$ cat src/rtl/ser_40.sv
// ----------------------------------------------------------------------------
// ser_40 -- double-buffered 8-bit parallel-to-serial converter, LSB first.
//
// A word is accepted into a holding register. From there it moves into the
// shift register, which sends one bit per clock_40 edge on which enable is
// high. If the next word is already held when the last slot of a frame goes
// out, it is reloaded on that same edge, so back-to-back frames have no gap.
//
// Optional feature (compile-time macro SER_40_PARITY_EN):
//   defined   : 9-slot frame; slot 8 carries even parity (XOR of the 8 bits).
//   undefined : 8-slot frame, no parity logic. Ports are the same in both.
//
// Parameters:
//   IDLE_LEVEL      level on data_out while no frame bit is being sent
//
// Ports:
//   clock_40        in   1  clock, rising edge
//   reset           in   1  synchronous, active-high
//   enable          in   1  bit-slot strobe
//   word_in         in   8  parallel word
//   word_valid      in   1  word_in valid this cycle
//   word_ready      out  1  holding register empty (accept on valid && ready)
//   data_out        out  1  serial bit, registered
//   data_out_valid  out  1  high exactly when data_out carries a frame bit
//   busy            out  1  shifting or holding a word
// ----------------------------------------------------------------------------
module ser_40 #(
   parameter logic IDLE_LEVEL = 1'b0
) (
   input  logic       clock_40,
   input  logic       reset,
   input  logic       enable,
   input  logic [7:0] word_in,
   input  logic       word_valid,
   output logic       word_ready,
   output logic       data_out,
   output logic       data_out_valid,
   output logic       busy
);

`ifdef SER_40_PARITY_EN
   localparam logic [3:0] LAST = 4'd8;
`else
   localparam logic [3:0] LAST = 4'd7;
`endif

   typedef enum logic {
      IDLE  = 1'b0,
      SHIFT = 1'b1
   } state_t;

   state_t     state_q, state_d;
   logic [7:0] hold_q, hold_d;
   logic       hold_full_q, hold_full_d;
   logic [7:0] shreg_q, shreg_d;
   logic [3:0] cnt_q, cnt_d;
   logic       data_out_q, data_out_d;
   logic       data_out_valid_q, data_out_valid_d;
`ifdef SER_40_PARITY_EN
   logic       parity_q, parity_d;
`endif

   logic       accept;
   logic       next_bit;

   // Ready depends only on a register, so there is no combinational path
   // from word_valid back to word_ready.
   assign word_ready     = !hold_full_q;
   assign accept         = word_valid && !hold_full_q;
   assign data_out       = data_out_q;
   assign data_out_valid = data_out_valid_q;
   assign busy           = (state_q == SHIFT) || hold_full_q;

   // Bit for the current slot: data bits come from shreg[0]; the extra slot
   // of a parity frame comes from the parity captured at load time.
`ifdef SER_40_PARITY_EN
   assign next_bit = (cnt_q == LAST) ? parity_q : shreg_q[0];
`else
   assign next_bit = shreg_q[0];
`endif

   always_comb begin
      state_d          = state_q;
      hold_d           = hold_q;
      hold_full_d      = hold_full_q;
      shreg_d          = shreg_q;
      cnt_d            = cnt_q;
      data_out_d       = data_out_q;
      data_out_valid_d = 1'b0;
`ifdef SER_40_PARITY_EN
      parity_d         = parity_q;
`endif

      // Accept only fires with hold empty, and every move from hold into
      // shreg needs hold full, so the two never happen on the same edge.
      if (accept) begin
         hold_d      = word_in;
         hold_full_d = 1'b1;
      end

      case (state_q)
         IDLE: begin
            data_out_d = IDLE_LEVEL;
            // Transfer does not wait for enable; the first bit goes out on
            // the next enable-high edge.
            if (hold_full_q) begin
               shreg_d     = hold_q;
               hold_full_d = 1'b0;
               cnt_d       = 4'd0;
               state_d     = SHIFT;
`ifdef SER_40_PARITY_EN
               parity_d    = ^hold_q;
`endif
            end
         end

         SHIFT: begin
            // With enable low everything holds and data_out keeps its value.
            if (enable) begin
               data_out_d       = next_bit;
               data_out_valid_d = 1'b1;
               shreg_d          = shreg_q >> 1;
               cnt_d            = cnt_q + 4'd1;
               if (cnt_q == LAST) begin
                  cnt_d = 4'd0;
                  if (hold_full_q) begin
                     // Reload on the last slot so the next frame follows
                     // with no idle slot in between.
                     shreg_d     = hold_q;
                     hold_full_d = 1'b0;
`ifdef SER_40_PARITY_EN
                     parity_d    = ^hold_q;
`endif
                  end else begin
                     state_d = IDLE;
                  end
               end
            end
         end

         default: begin
            state_d = IDLE;
         end
      endcase
   end

   always_ff @(posedge clock_40) begin
      if (reset) begin
         state_q          <= IDLE;
         hold_q           <= 8'd0;
         hold_full_q      <= 1'b0;
         shreg_q          <= 8'd0;
         cnt_q            <= 4'd0;
         data_out_q       <= IDLE_LEVEL;
         data_out_valid_q <= 1'b0;
`ifdef SER_40_PARITY_EN
         parity_q         <= 1'b0;
`endif
      end else begin
         state_q          <= state_d;
         hold_q           <= hold_d;
         hold_full_q      <= hold_full_d;
         shreg_q          <= shreg_d;
         cnt_q            <= cnt_d;
         data_out_q       <= data_out_d;
         data_out_valid_q <= data_out_valid_d;
`ifdef SER_40_PARITY_EN
         parity_q         <= parity_d;
`endif
      end
   end

endmodule

$ cat config.mk
export PLATFORM = sky130hd
export DESIGN_NAME = ser_40
export DESIGN_NICKNAME = d
export VERILOG_FILES = /design/src/rtl/ser_40.sv
export SDC_FILE = /design/constraint.sdc
export NUM_CORES = 1
export LEC_CHECK = 0
export CAP_MARGIN = 10
export CORE_ASPECT_RATIO = 0.75
export CORE_MARGIN = 2
export CORE_UTILIZATION = 45
export CTS_BUF_LIST = sky130_fd_sc_hd__clkbuf_8
export DETAILED_ROUTE_END_ITERATION = 7
export GPL_ROUTABILITY_DRIVEN = 1
export GPL_TIMING_DRIVEN = 0
export PLACE_DENSITY = 0.68
export SETUP_SLACK_MARGIN = 0.1
export SYNTH_ARGS = -nofsm -noshare
export SYNTH_HDL_FRONTEND = slang
export SYNTH_SLANG_ARGS = --single-unit
$ cat constraint.sdc
create_clock -name clock_40 -period 3.08 [get_ports clock_40]
set_input_delay 0.924 -clock clock_40 [delete_from_list [all_inputs] [get_ports clock_40]]
set_output_delay 0.924 -clock clock_40 [all_outputs]
set_load 0.1 [all_outputs]
==> results of run 1 <==
[placed cells by master, fill, tap and decap left out, types with 2 or more instances in the layout]
cell type	synthesis	final
dfxtp_1	24	24
inv_1	4	4
clkdlybuf4s50_1	0	14
nor2_1	11	11
nand3_1	9	9
buf_6	2	2
mux2i_1	2	2
nand4b_1	3	3
o21ai_0	8	8
clkbuf_8	0	3
buf_2	2	2
clkbuf_1	4	4
nand2_1	20	20
a21oi_1	13	13
a311oi_1	6	6
buf_4	2	2
[state kept, by name, summed over array words and instances (netlist names)]
| signal | flops |
|---|---|
| hold_full_q | 1 |
| data_out | 1 |
| state_q | 1 |
| shreg_q | 8 |
| data_out_valid | 1 |
| cnt_q | 4 |
| hold_q | 8 |
[logic make-up after synthesis]
| kind of cell | after synthesis | share of synthesized area |
|---|---|---|
| simple gates | 48 | 0.211 |
| buf+inv | 14 | 0.0738 |
| mux | 3 | 0.0333 |
| fa+ha+maj | 1 | 0.0119 |
| flops | 24 | 0.457 |
| compound gates | 34 | 0.213 |
[power by group through the flow]
stage	Clock, mW	Combinational (mW)	Sequential [mW]
floorplan	0	0.0762	0.345
global placement	0	0.109	0.344
detailed placement	0	0.111	0.345
CTS	0.186	0.112	0.338
global route	0.197	0.121	0.340
finish	0.178	0.111	0.338
[routing by layer]
layer | vias to the layer above | global-route usage | wire length (um) | part of all wire
li1 | 480 | - | - | -
met1 | 417 | 0.250 | 1040 | 0.48
met2 | 26 | 0.257 | 943 | 0.44
met3 | 4 | 0.0597 | 143 | 0.067
met4 | 0 | 0.0400 | 21 | 0.0098
met5 | - | 0 | 0 | 0
[Yosys cell counts]
cell	instances	area share
a311oi_1	6	0.050
clkbuf_1	4	0.014
a2111o_1	1	0.011
a311o_1	1	0.0095
dfxtp_1	24	0.46
a32oi_1	1	0.0083
nand4_1	1	0.0060
mux2i_1	2	0.019
nor2b_1	1	0.0060
buf_6	2	0.021
o21ai_0	8	0.038
a311oi_2	1	0.014
inv_1	4	0.014
nand2_1	20	0.071
a21boi_0	1	0.0071
o211ai_1	1	0.0071
nand2b_1	1	0.0060
a21oi_1	13	0.062
buf_4	2	0.014
mux2_4	1	0.014
a31oi_1	1	0.0060
buf_2	2	0.0095
nand4b_1	3	0.025
nand3_1	9	0.043
nor3_1	1	0.0048
and4b_1	1	0.0095
ha_1	1	0.012
nor2_1	11	0.039
[worst paths after layout]
check              startpoint         end  cells past startpoint
setup reg to reg     cnt_q[0]  shreg_q[4]                      5
hold / removal     shreg_q[7]  shreg_q[7]                      2
hold reg to reg    shreg_q[7]  shreg_q[7]                      2
setup / recovery  hold_full_q        busy                      4
[critical path: stages, from the launching register on]
cell and delay [ps]:
dfxtp_1 310, buf_4 150, nor2_1 60, inv_1 40, clkdlybuf4s50_1 1110
[final cells by class]
type                            instances  area (sq um)  share of cell area
Sequential cell                        24           480               0.380
Timing Repair Buffer                   14           140               0.111
Multi-Input combinational cell         86           493               0.390
Tap cell                               25          31.3              0.0248
Inverter                                4          15.0              0.0119
Clock buffer                            3          41.3              0.0327
Buffer                                 10          62.6              0.0495
[metrics by stage]
step | area (sq um) | util
CTS | 1260 | 0.561
global route | 1260 | 0.561
finish | 1260 | 0.561
detailed placement | 1220 | 0.543
global placement | 1220 | 0.543
floorplan | 1050 | -
==> flow_summary_export.csv, run 1 <==
group,metric,value,unit
clock_tree,path_clk_slew,80,ps
timing,fin_skew,4.32,ps
detailed_routing,ant_nets,0,
critical_path,arrival,1940,ps
timing,slew_violations,0,
die,initial_core_util,0.467,
grt,grt-ovfl-total,0,
detailed_routing,wl,2.14,mm
pwr,finalPower,626,uW
clock_tree,postCtsSetupRepairBufs,0,
die,row_count,15,
clock_tree,cts_buffers,3,
critical_path,crit_required,2160,ps
clock_tree,ctsHoldBuffers,0,
timing,hold_slack,457,ps
clock_tree,clk_latency,260,ps
min_path,hold_class,"flop to flop",
critical_path,cp-start-kind,"flop",
clock_tree,cts_tree,"done",
placed_design,hpwl,1.61,mm
finish,syn2layout_area_growth,20.2,%
die,die-area,2740,sq um
clock_tree,postCtsResizedCells,0,
placed_design,routabilityCongestion,0.805,
detailed_routing,drt_drc_violations_left,0,
synthesis,synth-seq-cells,24,
detailed_routing,dr.pass1.iters,4,
grt,grt_pass1_wl,3.51,mm
die,die_x,59.8,um
status,status,"finished, final reports clean",
finish,diodes,0,
finish,final_nets,156,
timing,setup_viol,0,
placed_design,pre_cts_slack,500,ps
critical_path,crit_type,"flop to output pin",
synthesis,syn_area,1050,sq um
pwr,vdd_drop_max,293,uV
detailed_routing,drtIter0Drc,30,
critical_path,reg2reg_slack,1580,ps
critical_path,endpoint_kind,"output pin",
timing,fin_tns_setup,0,ps
timing,worst_pin_slew,961,ps
run,drv_cap,0,
finish,fillers,209,
clock_tree,htree_levels,1,
grt,grt_max_degree,13,
critical_path,path_max_fanout,10,
grt,grt_util_all_layers,0.176,
die,dieHeight,45.9,um
detailed_routing,viasPerCell,5.58,
detailed_routing,vias,927,
synthesis,synth_warnings,0,
grt,grt_pass1_vias,759,
clock_tree,clock-sinks,24,
clock_tree,clock-root-buffer,"clkbuf_8",
timing,fin_crit_sh,0.930,
detailed_routing,post_drt_wl_per_cell,12.9,um
die,fp.coreArea,2250,sq um
timing,min_period,2860,ps
timing,fmax,349,MHz
synthesis,seq_area_frac_synth,0.457,
pwr,seq_power_share,0.539,
die,ioPinCount,16,
timing,finalWorstSetupSlack,216,ps
placed_design,port_buffers,14,
synthesis,syn-num-nets,137,
finish,drive_above_1_share,0.0780,
timing,grt_setup_unrepaired,"no",
pwr,comb_power_share,0.177,
grt,antenna_found_initial,0,
pwr,power.leakage,0.439,nW
synthesis,synth.distinct_cells,28,
clock_tree,clockBufferDepth,2,
timing,max_slew_margin,0.357,
finish,final_cells,166,
placed_design,dp.cells,163,
pwr,internal_power,460,uW
pwr,swShare,0.266,
synthesis,syn-instance-count,124,
pwr,switchingPower,167,uW
pwr,pwr-share-clk,0.284,
timing,hold_violations,0,
pwr,p_per_area,496,nW/um^2
synthesis,syn_area_per_cell,8.48,sq um
(Power assumes the default switching activity.)
==> inputs of run 2 (changes only) <==
Settings changed: REMOVE_ABC_BUFFERS set to 1.
==> run 2 against run 1 <==
Effect of this change: first-iteration DRC count down 17%; sequential share of layout area increased by 0.85 points; combinational power fell by 16%; clock power increased by 54%; clock-buffer cell count stayed put; critical path depth decreased by 2; non-clock buffer count fell by 9; maximum frequency increased by 1.8%; final cell count shrank 4.8%; largest cell class unchanged.
==> flow_summary_export.csv, run 2 (synthesis gave the netlist of run 1 again) <==
group,metric,value,unit
clock_tree,clk_latency,270,ps
critical_path,crit_family,"buffers and inverters",
detailed_routing,vias,867,
die,dieHeight,45.9,um
clock_tree,cts_tree,"done",
timing,slew_violations,0,
critical_path,slowest_delay,1120,ps
status,status,"finished, final reports clean",
clock_tree,clock-root-buffer,"clkbuf_8",
run,drv_cap,0,
clock_tree,path_clk_slew,80,ps
timing,min_period,2810,ps
critical_path,path_max_fanout,10,
pwr,p_per_area,576,nW/um^2
die,fp.coreArea,2250,sq um
detailed_routing,drtIter0Drc,25,
clock_tree,postCtsSetupRepairBufs,0,
detailed_routing,drt_drc_violations_left,0,
critical_path,cp-start-kind,"flop",
finish,final_nets,147,
die,die_x,59.8,um
placed_design,dp.cells,154,
clock_tree,htree_levels,1,
detailed_routing,post_drt_wl_per_cell,12.6,um
placed_design,hpwl,1.34,mm
grt,grt-ovfl-total,0,
clock_tree,ctsHoldBuffers,0,
clock_tree,clock-sinks,24,
detailed_routing,ant_nets,0,
finish,reg_top3,"hold_q: 8 flops, shreg_q: 8 flops, cnt_q: 4 flops",
timing,fmax,356,MHz
placed_design,placed_area,1170,sq um
grt,grt_util_all_layers,0.160,
timing,hold_violations,0,
finish,final_common_cell,"dfxtp_1",
timing,max_slew_margin,0.357,
finish,final_cells,158,
finish,drive_above_1_share,0.0526,
timing,fin_skew,1.85,ps
timing,fin_crit_sh,0.913,
finish,diodes,0,
critical_path,endpoint_kind,"output pin",
die,ioPinCount,16,
detailed_routing,dr.pass1.iters,4,
grt,grt_max_degree,25,
pwr,vdd_drop_max,362,uV
critical_path,crit_required,2160,ps
clock_tree,cts_buffers,3,
placed_design,port_buffers,15,
grt,grt_pass1_wl,3.27,mm
critical_path,cp_num_buf_inv,2,
critical_path,worstPathCellList,"inv_1, clkdlybuf4s50_1",
finish,final_area,1240,sq um
timing,fin_tns_setup,0,ps
finish,layout_common_cells,"24 x dfxtp_1, 20 x nand2_1, 14 x clkdlybuf4s50_1",
pwr,finalPower,712,uW
min_path,hold_class,"flop to flop",
detailed_routing,viasPerCell,5.49,
critical_path,cp_slowest_cell,"clkdlybuf4s50_1",
die,initial_core_util,0.467,
die,die-area,2740,sq um
critical_path,crit_type,"flop to output pin",
grt,grt_pass1_vias,689,
clock_tree,clockBufferDepth,2,
detailed_routing,wl,1.99,mm
timing,grt_setup_unrepaired,"no",
finish,syn2layout_area_growth,17.6,%
critical_path,arrival,1890,ps
timing,setup_viol,0,
die,row_count,15,
timing,worst_pin_slew,961,ps
placed_design,routabilityCongestion,0.818,
grt,antenna_found_initial,0,
pwr,power.leakage,0.421,nW
## run 2: cell count changes in the layout (fill, tap and decap cells not counted), sizes merged
cell,change
clkbuf,-3
buf,-6
bufinv,+1
## run 2: final timing paths
path | startpoint | end | slack (ps) | cells past startpoint
worst max register to register | state_q | shreg_q[1] | 1500 | 3
worst min-delay path | hold_q[5] | hold_q[5] | 460 | 2
worst max-delay path | hold_full_q | word_ready | 270 | 2
worst min register to register | hold_q[5] | hold_q[5] | 460 | 2
## run 2: worst register-to-register path, delay by kind of cell, from the launching register on
kind                   cells  cell delay, ps
buffers and inverters      1             290
AOI/OAI and AO/OA          2             410
DFF                        1             730
## run 2: layer usage
layer	vias up	global-route usage	part of all wire
li1	457	-	-
met1	390	0.236	0.52
met2	18	0.222	0.42
met3	2	0.0597	0.052
met4	0	0.0267	0.0070
met5	-	0	0
## run 2: cell type report
type                    instances  area [sq um]
clock inverters                 1          30.0
repair buffers                 15           145
well taps                      25          31.3
multi-input cells              86           493
fillers                       219          1020
flip-flops and latches         24           480
inverters                       4          15.0
clock buffers                   3          41.3
## run 2: metrics by stage
stage,setup slack (ps),hold slack [ps],util
3_3_place_gp,121,444,0.519
6_report,267,456,0.549
5_1_grt,210,485,0.549
2_1_floorplan,853,427,-
3_5_place_dp,108,445,0.519
4_1_cts,114,459,0.551
## run 2: repair_timing
action	in CTS	in global routing
resized for setup	2	1
cloned	0	0
setup endpoints to repair	1	1
hold endpoints to repair	0	0
## run 2: where the power goes
group	leakage (nW)	internal, mW	switching, mW
logic	0.189	0.0361	0.0568
registers	0.197	0.328	0.0159
clock network	0.0357	0.174	0.101
==> inputs of run 3 (changes only) <==
==> constraint.sdc (replaced) <==
create_clock -name clock_40 -period 3.4 [get_ports clock_40]
set_input_delay 0.51 -clock clock_40 [delete_from_list [all_inputs] [get_ports clock_40]]
set_output_delay 0.51 -clock clock_40 [all_outputs]
set_load 0.1 [all_outputs]
==> run 3 against run 2 <==
Effect of this change: combinational power is 7.9% lower; via count stayed put; final cell count unchanged; non-clock buffer count unchanged; critical endpoint is now busy; highest routed layer unchanged.
==> flow_summary_export.csv, run 3 (synthesis gave the netlist of run 1 again) <==
group,metric,value,unit
status,status,"finished, final reports clean",
pwr,p_per_area,521,nW/um^2
finish,syn2layout_area_growth,18.1,%
clock_tree,postCtsSetupRepairBufs,0,
finish,final_nets,147,
finish,drive_above_1_share,0.0451,
detailed_routing,vias,867,
run,drv_cap,0,
critical_path,crit_type,"flop to output pin",
timing,worst_pin_slew,961,ps
critical_path,crit_family,"buffers and inverters",
grt,grt_util_all_layers,0.160,
detailed_routing,viasPerCell,5.49,
clock_tree,cts_buffers,3,
die,die-area,2740,sq um
clock_tree,path_clk_slew,80,ps
timing,max_slew_margin,0.357,
die,fp.coreArea,2250,sq um
critical_path,cp-start-kind,"flop",
grt,grt_pass1_vias,689,
grt,grt-ovfl-total,0,
detailed_routing,post_drt_wl_per_cell,12.6,um
finish,layout_common_cells,"24 x dfxtp_1, 20 x nand2_1, 15 x clkdlybuf4s50_1",
detailed_routing,wl,1.98,mm
timing,grt_setup_unrepaired,"no",
min_path,hold_class,"flop to flop",
detailed_routing,ant_nets,0,
placed_design,port_buffers,15,
placed_design,hpwl,1.34,mm
critical_path,worstPathCellList,"nor2_1, inv_1, clkdlybuf4s50_1",
finish,reg_top3,"hold_q: 8 flops, shreg_q: 8 flops, cnt_q: 4 flops",
timing,fin_skew,1.96,ps
clock_tree,cts_tree,"done",
grt,grt_pass1_wl,3.27,mm
pwr,vdd_drop_max,328,uV
critical_path,crit_required,2890,ps
clock_tree,clock-sinks,24,
finish,final_common_cell,"dfxtp_1",
die,row_count,15,
critical_path,cp_num_buf_inv,2,
pwr,power.leakage,0.421,nW
timing,fmax,351,MHz
clock_tree,postCtsResizedCells,0,
detailed_routing,dr.pass1.iters,4,
grt,grt_max_degree,25,
critical_path,path_max_fanout,18,
timing,fin_tns_setup,0,ps
clock_tree,clock-root-buffer,"clkbuf_8",
die,ioPinCount,16,
clock_tree,ctsHoldBuffers,0,
finish,diodes,0,
timing,hold_violations,0,
finish,fin_util,0.551,
grt,antenna_found_initial,0,
clock_tree,clk_latency,270,ps
timing,min_period,2850,ps
clock_tree,htree_levels,1,
timing,slew_violations,0,
critical_path,slowest_delay,1120,ps
placed_design,routabilityCongestion,0.818,
die,die_x,59.8,um
detailed_routing,drt_drc_violations_left,0,
clock_tree,clockBufferDepth,2,
critical_path,endpoint_kind,"output pin",
timing,fin_crit_sh,0.838,
critical_path,arrival,2340,ps
die,initial_core_util,0.467,
timing,setup_viol,0,
die,dieHeight,45.9,um
detailed_routing,drtIter0Drc,25,
critical_path,cp_slowest_cell,"clkdlybuf4s50_1",
run 3: final timing paths:
| check | slack (ps) | cells past startpoint | start | endpoint |
|---|---|---|---|---|
| setup / recovery | 550 | 3 | state_q | busy |
| hold / removal | 460 | 2 | hold_q[6] | hold_q[6] |
| setup reg to reg | 1820 | 3 | state_q | shreg_q[1] |
| hold reg to reg | 460 | 2 | hold_q[6] | hold_q[6] |
run 3: routing by layer:
metal / share of wire / GRT usage
met1: 0.52 / 0.236
met2: 0.42 / 0.222
met3: 0.053 / 0.0597
met5: 0 / 0
met4: 0.0071 / 0.0267
run 3: final cells by class:
class / instances / area [sq um]
Multi-Input combinational cell: 86 / 493
Clock buffer: 3 / 41.3
Clock inverter: 1 / 30.0
Sequential cell: 24 / 480
Inverter: 4 / 15.0
Fill cell: 218 / 1010
Timing Repair Buffer: 15 / 150
Tap cell: 25 / 31.3
run 3: per-stage QoR:
stage	cell area (sq um)	total power, mW	setup slack (ps)	hold slack, ps	cells
2_1_floorplan	988	0.370	1590	427	114
3_3_place_gp	1170	0.402	855	444	154
3_5_place_dp	1170	0.404	842	445	154
4_1_cts	1240	0.653	538	459	158
5_1_grt	1240	0.674	401	485	158
6_report	1240	0.646	552	456	158
run 3: tightest hold or removal path: stages (launching register included):
cell and delay (ps):
dfxtp_1 310, nand2_1 50, a21oi_1 50
run 3: power breakdown:
| part | leakage (nW) | switching, mW | internal, mW | total (mW) |
|---|---|---|---|---|
| clock network | 0.0357 | 0.0914 | 0.157 | 0.249 |
| registers | 0.197 | 0.0144 | 0.298 | 0.312 |
| logic | 0.188 | 0.0515 | 0.0340 | 0.0856 |
==> patch: new RTL, flow settings as in run 2 <==
Add a define of `SER_40_PARITY_EN`.
--- a/src/rtl/ser_40.sv
+++ b/src/rtl/ser_40.sv
@@ -25,4 +25,6 @@
 //   busy            out  1  shifting or holding a word
 // ----------------------------------------------------------------------------
+`define SER_40_PARITY_EN
+
 module ser_40 #(
    parameter logic IDLE_LEVEL = 1'b0
Behaviour: no difference found for any inputs over 10 cycles, from zero or initial values and one cycle with reset high; that may be too few to reach the edited logic, so the function may still have changed.
==> patch against run 2 <==
Total power fell by 4.2%. Routed wire length grew 14%. Global-route usage increased by 2.8 points. Fmax is 3.0% lower. Sequential cell count rose by 1. Worst setup slack got worse by 0.088 ns. Die area increased by 4.6%. Count of clock-buffer cells in the layout unchanged. Design area grew 4.9%. Synthesized cell count rose by 1.6%. Area after synthesis grew 5.0%. Register-to-register slack got worse by 0.19 ns. Critical path type unchanged. Largest cell class unchanged. Highest routed layer unchanged.
==> patch: results (changes against run 2) <==
The layout cell share with drive strength beyond 1 is 0.0652 (was 0.0526). The average detailed-routed wire length per instance is 13.2 µm (was 12.6 µm). Run status: finished, final reports clean (unchanged).

The worst hold slack is 0.484 ns (was 0.456 ns). The net total in the final layout is 153 (was 147). The worst setup slack after placement came out at 0.485 ns (was 0.108 ns).

The xor/xnor cell area share of the yosys netlist is 0.0556 (was 0). The static power due to leakage came out at 0.000491 µW (was 0.000421 µW). The final HPWL from detailed placement came to 1.60 mm (was 1.34 mm). The CTS root buffer is sky130_fd_sc_hd__clkbuf_8 (unchanged). The endpoint of the worst register-to-register path is shreg_q[5] (was shreg_q[1]). The origin of the critical flop-to-flop path is cnt_q[0] (was state_q).

The compound-gate portion of the synthesized area came to 0.180 (was 0.213). The reg-to-reg setup timing slack came out at 1.31 ns (was 1.50 ns). The first-pass iteration count of the detailed router is 4 (unchanged). The type of the tightest min-delay check was register to register (unchanged).

The worst setup path endpoint is busy (was word_ready). The count of vias placed by the detailed router is 903 (was 867). The biggest fanout along the worst timing path is 6 (was 10). The data arrival time of the critical path is 1.98 ns (was 1.89 ns). The total global routing track utilization came out at 0.187 (was 0.160). The global-route wire length before repair is 3.80 mm (was 3.27 mm). The count of yosys warnings during synthesis was 0 (unchanged).

The placement-stage cell area is 0.00125 mm² (was 0.00117 mm²). The global placer's final weighted congestion is 0.732 (was 0.818). The number of filler instances in the final layout came out at 227 (was 219). Ranking of synthesized cells by area: sky130_fd_sc_hd__dfxtp_1, sky130_fd_sc_hd__mux2i_1, sky130_fd_sc_hd__nand2_1 (was sky130_fd_sc_hd__dfxtp_1, sky130_fd_sc_hd__nand2_1, sky130_fd_sc_hd__a21oi_1). The transition at the pin with the smallest max-transition slack came out at 0.967 ns (was 0.961 ns).

The adder-cell share of the synthesized area is 0.0227 (was 0.0119). The highest ir drop seen on vdd came out at 0.296 mV (was 0.362 mV). The pin count of the biggest net entering global routing came to 26 (was 25).

The via count of the first global-routing pass is 834 (was 689). The number of resized instances in the post-cts repair step is 0 (was 2). The worst clock skew on the final layout is 0.00910 ns (was 0.00185 ns). The sequential area share after synthesis is 0.454 (was 0.457).

The starting DRC count in detailed routing was 23 (was 25). Ranking of synthesized cells by instance count: sky130_fd_sc_hd__dfxtp_1, sky130_fd_sc_hd__nand2_1, sky130_fd_sc_hd__a21oi_1, sky130_fd_sc_hd__nor2_1, sky130_fd_sc_hd__mux2i_1 (was sky130_fd_sc_hd__dfxtp_1, sky130_fd_sc_hd__nand2_1, sky130_fd_sc_hd__a21oi_1). The share of cell area taken by muxes after synthesis is 0.0726 (was 0.0333).
patch: changes by cell type in the layout (fill, tap and decap cells not counted), moves of 2 or more:
cell                       before  now
sky130_fd_sc_hd__nand3_1        9    2
sky130_fd_sc_hd__a311oi_1       6    1
sky130_fd_sc_hd__mux2i_1        2    8
sky130_fd_sc_hd__a211oi_1       0    7
sky130_fd_sc_hd__o21ai_0        8    2
sky130_fd_sc_hd__xnor2_1        0    7
sky130_fd_sc_hd__nand4b_1       3    0
sky130_fd_sc_hd__a21o_2         0    2
sky130_fd_sc_hd__nor2_1        11   14
patch: worst min path at each step:
| stage | endpoint | from | cells past startpoint |
|---|---|---|---|
| 6_report | shreg_q[7] | shreg_q[7] | 2 |
| 5_1_grt | shreg_q[7] | shreg_q[7] | 2 |
| 4_1_cts | shreg_q[7] | shreg_q[7] | 2 |
| 3_5_place_dp | shreg_q[7] | shreg_q[7] | 2 |
| 3_3_place_gp | shreg_q[7] | shreg_q[7] | 2 |
| 2_1_floorplan | shreg_q[7] | shreg_q[7] | 2 |
patch: kinds of logic (layout without fill, tap and decap cells):
kind of cell,Yosys count,count (layout)
mux,8,8
flops,25,25
fa+ha+maj,2,2
simple gates,42,42
buf+inv,11,23
compound gates,31,31
xor+xnor,7,7
patch: per-stage QoR:
| step | util | std cells |
|---|---|---|
| floorplan | - | 119 |
| global placement | 0.541 | 168 |
| detailed placement | 0.541 | 168 |
| CTS | 0.562 | 172 |
| global route | 0.562 | 172 |
| finish | 0.562 | 172 |
patch: report_power, final:
group | internal, µW | switching, µW | leakage, µW
combinational | 53.0 | 75.5 | 0.000261
clock | 90.6 | 104 | 0.0000255
sequential | 343 | 15.6 | 0.000205
total | 487 | 195 | 0.000491
patch: worst max-delay path, cell delays in order, from the launching register on:
cell and delay, ns:
sky130_fd_sc_hd__dfxtp_1 0.43, sky130_fd_sc_hd__or2_2 0.15, sky130_fd_sc_hd__clkdlybuf4s50_1 1.12
patch: metal layers:
metal / global-route usage / vias to the layer above / part of all wire / wire [µm]
li1: - / 458 / - / -
met1: 0.224 / 421 / 0.46 / 1050
met2: 0.330 / 19 / 0.49 / 1110
met3: 0.0496 / 5 / 0.036 / 81
met4: 0.0652 / 0 / 0.013 / 29
met5: 0 / - / 0 / 0
patch: layout make-up:
cell class                      count  share of cell area
Sequential cell                    25               0.386
Inverter                            4              0.0116
Clock inverter                      1             0.00386
Tap cell                           34              0.0328
Timing Repair Buffer               15               0.116
Multi-Input combinational cell     90               0.418
Clock buffer                        3              0.0319
